<file path="config.mk">
export PLATFORM = sky130hd
export DESIGN_NAME = alu_mul_seq
export DESIGN_NICKNAME = d
export VERILOG_FILES = /design/src/rtl/alu_mul_seq.sv
export SDC_FILE = /design/constraint.sdc
export NUM_CORES = 1
export LEC_CHECK = 0
export BUFFER_PORTS_ARGS = -buffer_cell sky130_fd_sc_hd__buf_2
export CELL_PAD_IN_SITES_DETAIL_PLACEMENT = 0
export CELL_PAD_IN_SITES_GLOBAL_PLACEMENT = 2
export CORE_MARGIN = 2
export CORE_UTILIZATION = 28
export CTS_CLUSTER_SIZE = 12
export DETAILED_ROUTE_END_ITERATION = 8
export PLACE_DENSITY = 0.82
export SYNTH_ARGS = -nofsm -noshare
export SYNTH_HDL_FRONTEND = slang
export SYNTH_SLANG_ARGS = --single-unit
</file>
<file path="constraint.sdc">
create_clock -name clk -period 1.9 [get_ports clk]
set_input_delay 0.095 -clock clk [delete_from_list [all_inputs] [get_ports clk]]
set_output_delay 0.095 -clock clk [all_outputs]
set_load 0.005 [all_outputs]
</file>
<file path="src/rtl/alu_mul_seq.sv">
//============================================================================
// Module   : alu_mul_seq (with pkg_reg and pkg_alu)
// Purpose  : Multi-cycle unsigned shift-and-add multiplier sequencer. Builds
//            a 2*WIDTH-bit product by reusing the shared ALU's ALU_ADD path
//            and carry-out for every partial-sum step. Sits between the
//            control unit (start/busy/done handshake) and the ALU (op/a/b).
// Revision : 1.0 - initial release
//----------------------------------------------------------------------------
// Ports:
//   clk      in   1      system clock, posedge
//   rst_n    in   1      asynchronous active-low reset
//   start    in   1      multiply request, sampled in IDLE or DONE only
//   mcand    in   WIDTH  multiplicand, captured on accepted start
//   mplier   in   WIDTH  multiplier, captured on accepted start
//   busy     out  1      high while in RUN
//   done     out  1      one-cycle pulse in DONE
//   prod_hi  out  WIDTH  upper product half
//   prod_lo  out  WIDTH  lower product half
//   alu_op   out  op     ALU operation (ALU_NOP outside RUN)
//   alu_a    out  WIDTH  ALU operand a
//   alu_b    out  WIDTH  ALU operand b
//   alu_s    in   WIDTH  ALU result (combinational)
//   alu_cf   in   1      ALU carry-out (combinational)
//----------------------------------------------------------------------------
// Optional build macro: MUL_SEQ_EARLY_EXIT_EN
//   When defined, RUN ends early once the remaining multiplier bits are all
//   zero; the remaining shifts are applied in one cycle with alu_op=ALU_NOP.
//============================================================================
`default_nettype none

package pkg_reg;
  localparam int REG_WIDTH = 16;
endpackage

package pkg_alu;
  typedef enum logic [3:0] {
    ALU_NOP = 4'd0,
    ALU_ADD = 4'd1,
    ALU_SUB = 4'd2,
    ALU_AND = 4'd3,
    ALU_OR  = 4'd4,
    ALU_XOR = 4'd5
  } alu_op_t;
endpackage

module alu_mul_seq
  import pkg_alu::*;
#(
  parameter int WIDTH = pkg_reg::REG_WIDTH
) (
  input  logic             clk,
  input  logic             rst_n,
  input  logic             start,
  input  logic [WIDTH-1:0] mcand,
  input  logic [WIDTH-1:0] mplier,
  output logic             busy,
  output logic             done,
  output logic [WIDTH-1:0] prod_hi,
  output logic [WIDTH-1:0] prod_lo,
  output alu_op_t          alu_op,
  output logic [WIDTH-1:0] alu_a,
  output logic [WIDTH-1:0] alu_b,
  input  logic [WIDTH-1:0] alu_s,
  input  logic             alu_cf
);

  localparam int CNT_W = $clog2(WIDTH + 1);
  localparam logic [CNT_W-1:0] c_CNT_LOAD = CNT_W'(WIDTH);

  typedef enum logic [1:0] {
    S_IDLE = 2'd0,
    S_RUN  = 2'd1,
    S_DONE = 2'd2
  } state_t;

  state_t           r_state, w_state_nxt;
  logic [WIDTH-1:0] r_mcand, w_mcand_nxt;
  logic [WIDTH-1:0] r_hi,    w_hi_nxt;
  logic [WIDTH-1:0] r_lo,    w_lo_nxt;
  logic [CNT_W-1:0] r_cnt,   w_cnt_nxt;

`ifdef MUL_SEQ_EARLY_EXIT_EN
  // After k steps the low (WIDTH-k) = cnt bits of lo still hold unconsumed
  // multiplier bits; shifting lo left by k discards the product bits above
  // them, so the result is zero exactly when nothing is left to add.
  logic [CNT_W-1:0] w_consumed;
  logic [WIDTH-1:0] w_unconsumed;
  logic             w_rem_zero;

  assign w_consumed   = c_CNT_LOAD - r_cnt;
  assign w_unconsumed = r_lo << w_consumed;
  assign w_rem_zero   = (w_unconsumed == '0);
`endif

  always_ff @(posedge clk or negedge rst_n) begin
    if (!rst_n) begin
      r_state <= S_IDLE;
      r_mcand <= '0;
      r_hi    <= '0;
      r_lo    <= '0;
      r_cnt   <= '0;
    end else begin
      r_state <= w_state_nxt;
      r_mcand <= w_mcand_nxt;
      r_hi    <= w_hi_nxt;
      r_lo    <= w_lo_nxt;
      r_cnt   <= w_cnt_nxt;
    end
  end

  always_comb begin
    w_state_nxt = r_state;
    w_mcand_nxt = r_mcand;
    w_hi_nxt    = r_hi;
    w_lo_nxt    = r_lo;
    w_cnt_nxt   = r_cnt;
    alu_op      = ALU_NOP;
    alu_a       = '0;
    alu_b       = '0;

    case (r_state)
      S_IDLE, S_DONE: begin
        if (start) begin
          w_mcand_nxt = mcand;
          w_hi_nxt    = '0;
          w_lo_nxt    = mplier;
          w_cnt_nxt   = c_CNT_LOAD;
          w_state_nxt = S_RUN;
        end else if (r_state == S_DONE) begin
          w_state_nxt = S_IDLE;
        end
      end

      S_RUN: begin
`ifdef MUL_SEQ_EARLY_EXIT_EN
        if (w_rem_zero) begin
          // Remaining steps would only add zero: apply all pending shifts now.
          {w_hi_nxt, w_lo_nxt} = {r_hi, r_lo} >> r_cnt;
          w_cnt_nxt            = '0;
          w_state_nxt          = S_DONE;
        end else
`endif
        begin
          alu_op = ALU_ADD;
          alu_a  = r_lo[0] ? r_mcand : '0;
          alu_b  = r_hi;
          // Carry becomes the new top bit; the sum's LSB drops into lo as a
          // finished product bit while the consumed multiplier bit shifts out.
          {w_hi_nxt, w_lo_nxt} = {alu_cf, alu_s, r_lo[WIDTH-1:1]};
          w_cnt_nxt            = r_cnt - 1'b1;
          if (r_cnt == CNT_W'(1)) begin
            w_state_nxt = S_DONE;
          end
        end
      end

      default: begin
        w_state_nxt = S_IDLE;
      end
    endcase
  end

  assign busy    = (r_state == S_RUN);
  assign done    = (r_state == S_DONE);
  assign prod_hi = r_hi;
  assign prod_lo = r_lo;

endmodule

`default_nettype wire

</file>
# After elaboration in Yosys (flattened, before gate mapping)
# Cells that the tools add are included.
# Widths: inputs -> output; s select.
# word_totals
register_bits,55
in_bits,52
output_inout_bits,70
word_cells,32
# op_classes
add_sub_neg,1
eq_ne,6
mux,14
n_reduce_logical,6
# op_table
cell,count
$mux 16,5
$pmux 16 s2,2
$pmux 5 s2,1
$mux 2,3
$reduce_and 2->1,3
$eq 5x1->1 const B,1
$mux 5,1
$sub 5x1->5 const B,1
$pmux 2 s2,1
$ne 3x3->1 const B,1
$eq 2x1->1 const B,1
$eq 2x2->1 const B,1
$logic_not 2->1,1
$ne 2x1->1 const B,1
$ne 2x2->1 const B,1
$reduce_bool 2->1,1
$reduce_or 2->1,1
$mux 1,1

# Logic depth before layout (Yosys ltp)
# logic_depth
ltp_word,4
depth_mapped,6
depth_no_buf,5

# Worst setup path before layout
# No wires, ideal clock.
# synth_timing
path_type,register to register
start,reg r_cnt[0]
end,reg r_cnt[4]
setup_ns,0.124
arrival_ns,1.113
required_time_ns,1.776
slack_ns,0.664
path_stages_with_launch,6
path_buffers,0
period_less_slack_ns,1.236
cell_sequence,dfrtp_1 > inv_1 > ha_1 > nand3b_2 > or3_1 > mux2i_1
# synth_via
elab_chain_len,2
# synth_lines
element,line,text
start: declaration,80,"logic [CNT_W-1:0] r_cnt, w_cnt_nxt;"
start signal: assignment,107,r_cnt <= w_cnt_nxt;
$sub 5x1->5,150,w_cnt_nxt = r_cnt - 1'b1;
$pmux 5 s2,121,case (r_state)
# Every way passes these cells.
# A chain may end at the register's enable or synchronous reset.

# Worst setup path in the final report
# layout_timing
start,reg r_state[0]
end,out alu_a[7]
# layout_via
elab_chain_len,2
# layout_lines
element,line,text
start: declaration,76,"state_t r_state, w_state_nxt;"
start signal: assignment,103,r_state <= w_state_nxt;
$eq 2x1->1,121,
$mux 16,121,
end: declaration,61,"output logic [WIDTH-1:0] alu_a,"
# Every way passes these cells.

==> reports/results.ini <==
[status]
status=complete, no violations

[drt]
drc=0
wire_per_inst_um=13.6
drt-pass1-iter-count=4
via_per_inst=4.55
drt_iter0_markers=101
antenna_left=0
wl_um=6780
vias=2271

[placed_design]
place_inst=460
place_congestion=0.770
hpwl_um=4600
placedInstanceArea_mm2=0.00318
portBuffers=118

[min_path]
hp-class=in -> reg
hold_depth=3

[floorplan]
coreArea_mm2=0.00872
rows=34
die_h_um=99.0
start_util_pct=29.0
die_area_mm2=0.00979
die-width_um=99.0
ios=122

[cts]
cts.sinks=55
cts_tree=done
cts_root_buf=clkbuf_8
htree_levels=2
clkLatencyLatePin_ns=0.30
cts_made_buffers=5
clk_pin_slew_ns=0.10
cts_max_path_buffers=2

[critical_path]
path_cells=nand2b_4 > inv_6 > buf_12 > and3_1 > buf_2
worst_ep_arrival_time_ns=1.64
cp.depth=5
slowest_delay_ns=0.50
reg2reg_depth=4
required_ns=1.80
end_kind=output port
cp_max_fo=41
cp-start-kind=register
crit_buf_inv=3
critPathSlowestCell=dfrtp_1
critical_path_class=reg -> out
path_delay_family=buffers and inverters

[power]
ir_worst_vdd_v=0.000504
power_density_mw_per_mm2=1510
p_leak_nw=1.95
report.power.total_mw=5.49

[sta]
period_needed_ns=1.74
skew_ns=0.00767
finalSetupViolations=0
setup_tns_ns=0
rsz0062_at_grt=no
drv_slew=0
post-route-period-util_pct=91.4
hold_viol=0
timing.fmax_mhz=576

[final_layout]
synthToLayoutAreaGrowth_pct=43.6
num_antenna_cells=0
stdcell_count=499
drive_gt1_share_pct=35.0
stdcell_area_mm2=0.00362
final_nets=444
post-route-util_pct=41.6

[synth]
syn-cell-area_mm2=0.00252
netlist_instances=249
yosysWarnings=0
ys_types=30
synth.ff_latch_count=55
syn_area_per_cell_um2=10.1
ys_seq_area_share_pct=54.5

[global_route]
antenna_found_initial=0
overflow=0
grt_pass1_vias=2275
track_usage_pct=13.8
grt_max_degree=56
grt_pass1_wl_um=11000

[flow_run]
drv_cap=0

==> power breakdown <==
group	total (mW)	switching (mW)	leakage (nW)	internal (mW)
sequential	2.17	0.435	0.667	1.73
clock	0.909	0.382	0.0654	0.527
combinational	2.41	1.20	1.22	1.21
total	5.49	2.02	1.95	3.47
==> cells in the mapped netlist <==
cell type   n  share of area (%)
o2bb2ai_1   1               0.35
buf_6       6                2.7
nor2b_1     1               0.25
nand3_1    17                3.4
nand3b_2    1               0.45
dfrtp_1    55                 55
inv_4       1               0.25
nand2_1    66                9.8
or3_1       1               0.25
nor2_1      2               0.30
inv_1       2               0.30
conb_1      1               0.15
buf_2       5               0.99
buf_4       8                2.4
a22o_1     16                5.5
mux2i_1     2               0.79
clkbuf_1    3               0.45
a22oi_1    15                4.5
and2_1     17                4.2
nor2_8      1               0.79
nor4_1      1               0.25
ha_1        2               0.99
nand2b_4    1               0.54
nand2b_1    1               0.25
a31oi_1     1               0.25
and2b_2     1               0.35
o21ai_0     3               0.59
clkbuf_2    1               0.20
nor4b_1     1               0.35
and3_1     16                4.0
==> worst min-delay path: cells and delay by family <==
family / cells / cell delay (ns)
compound gates: 1 / 0.06
buf+inv: 1 / 0.08
simple gates: 1 / 0.05
==> cell type report <==
cell class	instances	area, µm²
flip-flops and latches	55	1380
repair buffers	155	983
clock buffers	6	72.6
multi-input cells	170	981
clock inverters	2	60.1
fillers	885	5100
well taps	108	135
inverters	3	16.3
==> kinds of logic after synthesis <==
group | count (synthesis) | synth area share [%]
other | 1 | 0.149
adder cells (fa/ha/maj) | 2 | 0.991
AND/OR/NAND/NOR | 127 | 25.1
AO/OA/AOI/OAI | 36 | 11.2
multiplexers | 2 | 0.793
buffers and inverters | 26 | 7.23
flip-flops | 55 | 54.5
==> through the flow <==
step	setup slack (ns)	hold WS [ns]
2_1_floorplan	0.664	-0.201
3_3_place_gp	0.448	0.122
3_5_place_dp	0.416	0.130
4_1_cts	0.0518	0.00111
5_1_grt	0.0453	0.000875
6_report	0.163	0.00631
==> layer usage <==
layer  wire [µm]  up-vias  global-route usage, %
met4         143        0                   5.06
met2        3420       68                   24.2
met5           0        -                      0
met1        2900     1079                   17.0
li1            -     1116                      -
met3         320        8                   2.27
==> state kept, by name, indices dropped and copies added, names as in the netlist <==
register and cells:
prod_hi 16, prod_lo 16, r_cnt 5, r_state 2, r_mcand 16
==> timing repair <==
item / in CTS / in global routing
resized for setup: 0 / 1
setup buffers: 0 / 0
endpoints found under the setup margin: 0 / 6
endpoints found under the hold margin: 84 / 1
hold buffers: 30 / 1
==> final timing paths <==
check                                start          end  slack [ns]
worst max register to register  r_state[0]     r_cnt[3]        0.55
min in group asynchronous            rst_n   prod_hi[9]        0.32
worst min register to register  r_mcand[3]   r_mcand[3]        0.47
worst min-delay path             mplier[4]   prod_lo[4]       0.006
max in group asynchronous            rst_n  r_mcand[13]        1.33
worst max-delay path            r_state[0]     alu_a[7]        0.16
==> cells in the final DEF (no fill, tap or decap), types with 2 or more instances in the layout <==
cell type,count
buf_2,118
nand2_1,66
dfrtp_1,55
dlygate4sd3_1,31
and2_1,17
nand3_1,17
and3_1,16
a22o_1,16
a22oi_1,15
clkbuf_8,5
o21ai_0,3
conb_1,3
buf_12,3
buf_4,3
inv_1,2
mux2i_1,2
nor2_1,2
ha_1,2
bufinv_16,2
No activity file was read; power rests on OpenSTA's default activity.
